### src/rtl/svo_tmds_pkg.sv
// Shared types and TMDS constants for the video-period scheduler.
package svo_tmds_pkg;

  typedef enum logic [1:0] {
    StBlank,
    StPreamble,
    StGuard,
    StActive
  } state_e;

  // Video guard-band code words, ch0/ch2 identical.
  localparam logic [9:0] GuardBandCh0 = 10'b1011001100;
  localparam logic [9:0] GuardBandCh1 = 10'b0100110011;
  localparam logic [9:0] GuardBandCh2 = 10'b1011001100;

  // Video-data preamble: CTL0=1, CTL1..CTL3=0.
  localparam logic [1:0] CtlPreambleCh1 = 2'b01;
  localparam logic [1:0] CtlPreambleCh2 = 2'b00;

  localparam logic [9:0] CtrlCode00 = 10'b1101010100;
  localparam logic [9:0] CtrlCode01 = 10'b0010101011;
  localparam logic [9:0] CtrlCode10 = 10'b0101010100;
  localparam logic [9:0] CtrlCode11 = 10'b1010101011;

  function automatic logic [9:0] ctrl_code(input logic [1:0] ctrl);
    logic [9:0] code;
    unique case (ctrl)
      2'b00:   code = CtrlCode00;
      2'b01:   code = CtrlCode01;
      2'b10:   code = CtrlCode10;
      default: code = CtrlCode11;
    endcase
    return code;
  endfunction

endpackage

### src/rtl/svo_tmds_delay.sv
// Fixed-depth shift-register delay line with asynchronous clear to zero.
module svo_tmds_delay #(
  parameter int unsigned DEPTH = 10,
  parameter int unsigned WIDTH = 26
) (
  input  logic             clk,
  input  logic             resetn,
  input  logic [WIDTH-1:0] din,
  output logic [WIDTH-1:0] dout
);

  logic [WIDTH-1:0] line_q [DEPTH];

  always_ff @(posedge clk or negedge resetn) begin
    if (!resetn) begin
      for (int i = 0; i < int'(DEPTH); i++) line_q[i] <= '0;
    end else begin
      line_q[0] <= din;
      for (int i = 1; i < int'(DEPTH); i++) line_q[i] <= line_q[i-1];
    end
  end

  assign dout = line_q[DEPTH-1];

endmodule

### src/rtl/svo_tmds_sched.sv
// Schedules BLANK/PREAMBLE/GUARD/ACTIVE periods for three TMDS encoders.
// HDMI preamble/guard insertion is built only with SVO_HDMI_PREAMBLE_EN defined.
module svo_tmds_sched
  import svo_tmds_pkg::*;
#(
  parameter int unsigned PREAMBLE_LEN = 8
) (
  input  logic        clk,
  input  logic        resetn,
  input  logic        in_de,
  input  logic        in_hsync,
  input  logic        in_vsync,
  input  logic [23:0] in_rgb,
  output logic        out_de,
  output logic [1:0]  out_ctrl0,
  output logic [1:0]  out_ctrl1,
  output logic [1:0]  out_ctrl2,
  output logic [7:0]  out_din0,
  output logic [7:0]  out_din1,
  output logic [7:0]  out_din2,
  output logic        out_gb,
  output logic        err_short_blank
);

  if (PREAMBLE_LEN == 0 || PREAMBLE_LEN > 14) begin : g_len_check
    $error("svo_tmds_sched: PREAMBLE_LEN must be in 1..14");
  end

  state_e      state_d;
  logic        dly_hsync;
  logic        dly_vsync;
  logic [23:0] dly_rgb;

`ifdef SVO_HDMI_PREAMBLE_EN
  localparam int unsigned L     = PREAMBLE_LEN + 2;
  localparam int unsigned DistW = $clog2(L + 1);

  state_e           state_q;
  logic [L-1:0]     de_sr_q;
  logic [25:0]      dly_word;
  logic [DistW-1:0] dist;
  logic             dly_de;
  logic             short_d;
  logic             err_q;

  svo_tmds_delay #(
    .DEPTH(L),
    .WIDTH(26)
  ) u_delay (
    .clk   (clk),
    .resetn(resetn),
    .din   ({in_vsync, in_hsync, in_rgb}),
    .dout  (dly_word)
  );

  assign {dly_vsync, dly_hsync, dly_rgb} = dly_word;

  // de history: bit 0 newest, bit L-1 lines up with the delay-line output.
  always_ff @(posedge clk or negedge resetn) begin
    if (!resetn) de_sr_q <= '0;
    else         de_sr_q <= {de_sr_q[L-2:0], in_de};
  end

  assign dly_de = de_sr_q[L-1];

  // Distance from the delayed sample to the nearest upcoming de; 0 = none within L.
  always_comb begin
    dist = '0;
    if (in_de) dist = DistW'(L);
    for (int k = int'(L) - 1; k >= 1; k--) begin
      if (de_sr_q[L-1-k]) dist = DistW'(k);
    end
  end

  always_comb begin
    state_d = StBlank;
    short_d = 1'b0;
    if (dly_de) begin
      state_d = StActive;
    end else if (dist == DistW'(1) && state_q == StActive) begin
      short_d = 1'b1;
    end else if (dist == DistW'(1) || dist == DistW'(2)) begin
      state_d = StGuard;
    end else if (dist != '0) begin
      state_d = StPreamble;
    end
  end

  always_ff @(posedge clk or negedge resetn) begin
    if (!resetn) begin
      state_q <= StBlank;
      err_q   <= 1'b0;
    end else begin
      state_q <= state_d;
      err_q   <= err_q | short_d;
    end
  end

  assign err_short_blank = err_q;
`else
  assign dly_hsync       = in_hsync;
  assign dly_vsync       = in_vsync;
  assign dly_rgb         = in_rgb;
  assign state_d         = in_de ? StActive : StBlank;
  assign err_short_blank = 1'b0;
`endif

  logic [1:0]  ctrl1_d;
  logic [23:0] din_d;
  logic        gb_d;
  logic        de_d;

  always_comb begin
    ctrl1_d = 2'b00;
    din_d   = '0;
    gb_d    = 1'b0;
    de_d    = 1'b0;
    unique case (state_d)
      StPreamble: ctrl1_d = CtlPreambleCh1;
      StGuard:    gb_d    = 1'b1;
      StActive: begin
        de_d  = 1'b1;
        din_d = dly_rgb;
      end
      default: ;
    endcase
  end

  always_ff @(posedge clk or negedge resetn) begin
    if (!resetn) begin
      out_de    <= 1'b0;
      out_ctrl0 <= 2'b00;
      out_ctrl1 <= 2'b00;
      out_din0  <= 8'd0;
      out_din1  <= 8'd0;
      out_din2  <= 8'd0;
      out_gb    <= 1'b0;
    end else begin
      out_de    <= de_d;
      out_ctrl0 <= {dly_vsync, dly_hsync};
      out_ctrl1 <= ctrl1_d;
      out_din0  <= din_d[7:0];
      out_din1  <= din_d[15:8];
      out_din2  <= din_d[23:16];
      out_gb    <= gb_d;
    end
  end

  assign out_ctrl2 = CtlPreambleCh2;

endmodule

### config.mk
export PLATFORM = sky130hd
export DESIGN_NAME = svo_tmds_sched
export DESIGN_NICKNAME = d
export VERILOG_FILES = /design/src/rtl/svo_tmds_pkg.sv /design/src/rtl/svo_tmds_delay.sv /design/src/rtl/svo_tmds_sched.sv
export SDC_FILE = /design/constraint.sdc
export NUM_CORES = 1
export LEC_CHECK = 0
export ABC_AREA = 1
export CORE_MARGIN = 10
export CORE_UTILIZATION = 57
export CTS_BUF_LIST = sky130_fd_sc_hd__clkbuf_2 sky130_fd_sc_hd__clkbuf_4 sky130_fd_sc_hd__clkbuf_8
export CTS_CLUSTER_DIAMETER = 30
export CTS_CLUSTER_SIZE = 25
export DETAILED_ROUTE_END_ITERATION = 6
export DONT_BUFFER_PORTS = 1
export PLACE_DENSITY = 0.75
export SYNTH_ARGS = -nofsm -noshare
export SYNTH_HDL_FRONTEND = slang
export SYNTH_SLANG_ARGS = --single-unit
### constraint.sdc
create_clock -name clk -period 0.8 [get_ports clk]
set_input_delay 0.12 -clock clk [delete_from_list [all_inputs] [get_ports clk]]
set_output_delay 0.12 -clock clk [all_outputs]
set_load 0.02 [all_outputs]
==> results.cfg, run 1 <==
[detailed_routing]
drc_errors = 0
ant_nets = 0
routedWlPerCell_um = 20.1
vias = 616
first_pass_iters = 4
drt_wl_total_um = 2610
drt_iter0_drc = 14
via_per_inst = 4.74

[clock_network]
cts_tree = built
cts.reportedPaths.clkPinSlew_ps = 140
numClockSinks = 27
root_buffer = clkbuf_4
cts_buffers = 3
htreeDepth = 1
post-cts-setup-buffer-count = 0
cts_buffer_depth = 2

[yosys]
synth_most_common_cell = dfrtp_1
synth_common_cells = dfrtp_1 (27), inv_1 (24), nand2_1 (24)
ys_warn_count = 0
synth_top_cell_area_share = 0.729
netlist_top_cells_area = dfrtp_1 (73%), inv_1 (9.7%), nand2_1 (9.7%), buf_4 (4.9%), buf_6 (2.4%)
synth_fa_ha_area_frac = 0
synth-main-ff-cell = dfrtp_1
synth_cells = 84
synth_top_family_by_area = buffers and inverters
synth_edf_count = 0
ys_ff_latch = 27
synth.avg_cell_area_um2 = 11.0
yosys.cell_types.count = 6
async_reset_ff_frac = 1.00
synthSimpleGateAreaFrac = 0.0972
synth_seq_area_share = 0.729
synth.mux.area_fraction = 0
yosysTopAreaCell = dfrtp_1
synth_compound_gate_area_share = 0
netlist_area_um2 = 927
synth_xor_area_frac = 0

[final_layout]
nNetsFinal = 144
final_layout_size_suffix_gt1_frac = 0.281
n_fill_cell = 70
stdcell_area_mm2 = 0.00126
area_growth_pct = 36.2
antenna_cells = 0

[timing]
layout_setup_ws_ps = -130
fin_crit_sh = 1.16
timing_hold_violations_final = 0
maxSlewViolCount = 0
fmax_mhz = 1080
rsz0062_at_grt = true
finalSetupViolations = 27
period_minus_slack_ps = 930

[grt]
grt_use_total = 0.143
grt-ovfl-total = 0
antenna_found_initial = 0
grt_pass1_vias = 696
use_met2 = 0.262
use_met1 = 0.129
grt.busiest_layer = met2
grtUsageMet3 = 0.0668
grt_first_pass_wirelength_um = 3690
grt_max_degree = 28

[worst_setup_path]
critPathArrivalTime_ps = 810
required_ps = 680
start_kind = register
cp-startpoint = out_din1[5]
critPathCaptureType = primary output
path_class = reg -> out
cp_max_fo = 1

[placed_design]
gp_congestion = 0.628
dpl.hpwl_um = 1460
numPortBuffers = 0
placed_cell_area_um2 = 898

[worst_hold_path]
worstHoldPathType = in -> async

[outcome]
violations = negative setup slack
status = complete, but fails checks

[pwr]
leakage_nw = 0.706
p_total_mw = 2.39
ir_drop_mv = 1.41
power_density_mw_per_mm2 = 1890

[run]
drv_cap = 0

[floorplanning]
chipHeight_um = 60.3
rows = 14
start_util = 0.608
die-area_mm2 = 0.00364
core_mm2 = 0.00152
io_pins = 62
fp.dieW_um = 60.3
## cells by family after synthesis
logic type | after synthesis
buffers and inverters | 32
flip-flops | 27
AND/OR/NAND/NOR | 24
other | 1
## path summary, 6_finish.rpt
kind | slack [ps] | cells after the start | to
hold / removal | 230 | 2 | out_din1[2]
max in group asynchronous | 390 | 2 | out_din2[7]
min in group clk | 300 | 1 | out_de
setup / recovery | -130 | 0 | out_din1[5]
## metrics by stage
stage / instances / hold WS [ps] / TNS, ps / worst slack (ps) / utilization
finish: 130 / 233 / -3070 / -130 / 0.828
global route: 130 / 247 / -3810 / -145 / 0.828
CTS: 130 / 227 / -3920 / -115 / 0.827
detailed placement: 97 / -175 / 0 / 243 / 0.589
global placement: 97 / -175 / 0 / 250 / 0.589
floorplan: 89 / -176 / 0 / 264 / -
## layer usage
metal,vias up,routed length [µm],part of all wire
met5,-,0,0
met1,287,820,0.31
li1,274,-,-
met2,49,1400,0.54
met4,0,53,0.020
met3,6,333,0.13
## power by group
group | total (mW) | switching [mW] | internal (mW)
clock | 0.571 | 0.383 | 0.187
combinational | 0.243 | 0.120 | 0.122
sequential | 1.57 | 0.125 | 1.45
## cell usage in the layout, fill, tap and decap left out, drive strengths merged
cell / n
dlygate4sd3: 27
dlymetal6s4s: 1
dfrtp: 27
clkbuf: 3
conb: 6
nand2: 24
buf: 1
inv: 24
clkinv: 1
## sequential cells by signal, indices dropped and copies added, names as in the netlist
register,cells
out_ctrl0,2
out_de,1
out_din0,8
out_din1,8
out_din2,8
## what timing repair did
| action | in CTS | in global routing |
|---|---|---|
| endpoints found under the setup margin | 27 | 40 |
| hold buffers | 29 | 0 |
| gates cloned | 0 | 0 |
| gates resized for setup | 27 | 1 |
| endpoints found under the hold margin | 54 | 0 |
## cell type report
type | count | area [µm²] | share of cell area
clock inverter | 1 | 5.00 | 0.00396
inverter | 24 | 90.1 | 0.0714
sequential | 27 | 709 | 0.562
clock buffer | 3 | 22.5 | 0.0178
timing repair buffer | 29 | 303 | 0.240
multi-input combinational | 30 | 113 | 0.0892
tap | 16 | 20.0 | 0.0159
Note: power is estimated with default switching activity, not from simulation.
==> run 2: changes to the inputs <==
SYNTH_HIERARCHICAL = 1   (was not set)
==> results of run 2 <==
Final layout, timing and power as in run 1 (identical DEF).
Main changes from that run: Yosys warning count 0 -> 6
==> run 3: changes to the inputs <==
CELL_PAD_IN_SITES_DETAIL_PLACEMENT = 0   (was not set)
CELL_PAD_IN_SITES_GLOBAL_PLACEMENT = 2   (was not set)
CORE_ASPECT_RATIO = 2   (was not set)
CORE_UTILIZATION = 31   (was 57)
MAX_ROUTING_LAYER = met4   (was not set)
PLACE_DENSITY = not set   (was 0.75)
PLACE_DENSITY_LB_ADDON = 0.1   (was not set)
SKIP_LAST_GASP = 1   (was not set)
==> run 3 against run 2 <==
Effect of this change:
- the run still ends with negative setup slack left
- global-route usage decreased by 5.9 points
- sequential power hardly changed
- area after synthesis unchanged
- first-iteration DRC count fell by 86%
- design area is 3.1% higher
- utilization decreased by 38 points
- fmax increased by 11%
- critical path type unchanged
==> results.cfg, run 3 <==
[final_layout]
seq_area_um2 = 709
top_regs = out_din0 (8), out_din1 (8), out_din2 (8)
nNetsFinal = 144
final_layout_size_suffix_gt1_frac = 0.281
fin_cells = 144
n_fill_cell = 309
mostFrequentLayoutCells = dlygate4sd3_1 (27), dfrtp_2 (27), nand2_1 (24), inv_1 (24), conb_1 (6)
antenna_cells = 0
multiInputGateArea_um2 = 113
area_growth_pct = 40.4

[yosys]
netlist_top_cells_area = dfrtp_1 (73%), inv_1 (9.7%), nand2_1 (9.7%), buf_4 (4.9%), buf_6 (2.4%)
synth_common_cells = dfrtp_1 (27), inv_1 (24), nand2_1 (24)
yosys.cell_types.count = 6
synth_top_cell_area_share = 0.729
ys_ff_latch = 27
synth_most_common_cell = dfrtp_1
synth-main-ff-cell = dfrtp_1
synth_edf_count = 0
synth_seq_area_share = 0.729
yosysTopAreaCell = dfrtp_1
netlist_area_um2 = 927
async_reset_ff_frac = 1.00
synth.avg_cell_area_um2 = 11.0
ys_warn_count = 6
synth_cells = 84

[worst_setup_path]
path_class = reg -> out
cp_max_fo = 1
required_ps = 680
critPathCaptureType = primary output
critPathArrivalTime_ps = 720
start_kind = register

[timing]
finalSetupViolations = 27
rsz0062_at_grt = true
fin_crit_sh = 1.05
maxSlewViolCount = 0
finalSetupTns_ps = -961
timing_hold_violations_final = 0
period_minus_slack_ps = 840
fmax_mhz = 1190
layout_setup_ws_ps = -39.5

[grt]
grt_use_total = 0.0840
grt_first_pass_wirelength_um = 3660
grt_pass1_vias = 730
grt_max_degree = 28
grt-ovfl-total = 0
antenna_found_initial = 0

[placed_design]
pre_cts_ws_ps = 242
gp_congestion = 0.683
numPortBuffers = 0
dpl.hpwl_um = 1530
dp.cells = 111

[clock_network]
cts.reportedPaths.clkPinSlew_ps = 80
cts_tree = built
htreeDepth = 1
root_buffer = clkbuf_8
numClockSinks = 27
cts_buffer_depth = 2
cts_buffers = 3

[detailed_routing]
vias = 609
drc_errors = 0
first_pass_iters = 2
drt_wl_total_um = 2280
routedWlPerCell_um = 15.8
via_per_inst = 4.23
ant_nets = 0
drt_iter0_drc = 2

[outcome]
status = complete, but fails checks
violations = negative setup slack

[floorplanning]
rows = 28
die-area_mm2 = 0.00571
io_pins = 62
fp.dieW_um = 58.7
chipHeight_um = 97.3
core_mm2 = 0.00291
start_util = 0.319

[pwr]
power_density_mw_per_mm2 = 1970
ir_drop_mv = 1.02
leakage_nw = 0.706
p_total_mw = 2.56

[run]
drv_cap = 0

[worst_hold_path]
worstHoldPathType = in -> async
-- run 3: cells by family after synthesis --
| logic type | Yosys count | share of synthesized area |
|---|---|---|
| flops | 27 | 0.729 |
| simple gates | 24 | 0.0972 |
| buf+inv | 32 | 0.170 |
| other cells | 1 | 0.00404 |
-- run 3: report_power, final --
part | internal, mW | leakage (nW) | switching (mW)
clock network | 0.389 | 0.0262 | 0.381
logic | 0.122 | 0.371 | 0.102
registers | 1.45 | 0.309 | 0.122
-- run 3: what timing repair did --
action | CTS | global route
setup buffers | 0 | 0
hold buffers | 29 | 0
gates resized for setup | 26 | 2
setup endpoints to repair | 27 | 34
hold endpoints to repair | 54 | 0
-- run 3: how the worst max path moves through the flow --
stage	from	to	cells past startpoint
2_1_floorplan	out_ctrl0[0]	out_ctrl0[0]	0
3_3_place_gp	out_din1[4]	out_din1[4]	0
3_5_place_dp	out_ctrl0[1]	out_ctrl0[1]	0
4_1_cts	out_ctrl0[1]	out_ctrl0[1]	0
5_1_grt	out_din1[3]	out_din1[3]	0
6_report	out_din1[4]	out_din1[4]	0
-- run 3: layer usage --
metal / share of wire / track usage / up-vias
li1: - / - / 273
met1: 0.36 / 0.0831 / 300
met2: 0.53 / 0.139 / 34
met3: 0.098 / 0.0327 / 2
met4: 0.010 / 0.0373 / 0
met5: 0 / - / -
-- run 3: through the flow --
stage / instance area (µm²) / utilization / hold slack (ps)
6_report: 1300 / 0.448 / 276
5_1_grt: 1300 / 0.448 / 287
4_1_cts: 1300 / 0.446 / 272
3_5_place_dp: 916 / 0.315 / -175
3_3_place_gp: 916 / 0.315 / -175
2_1_floorplan: 946 / - / -176
-- run 3: layout make-up --
cell class | instances | share of cell area
sequential | 27 | 0.545
timing repair buffer | 29 | 0.233
multi-input combinational | 30 | 0.0865
inverter | 24 | 0.0692
clock buffer | 4 | 0.0375
tap | 30 | 0.0288
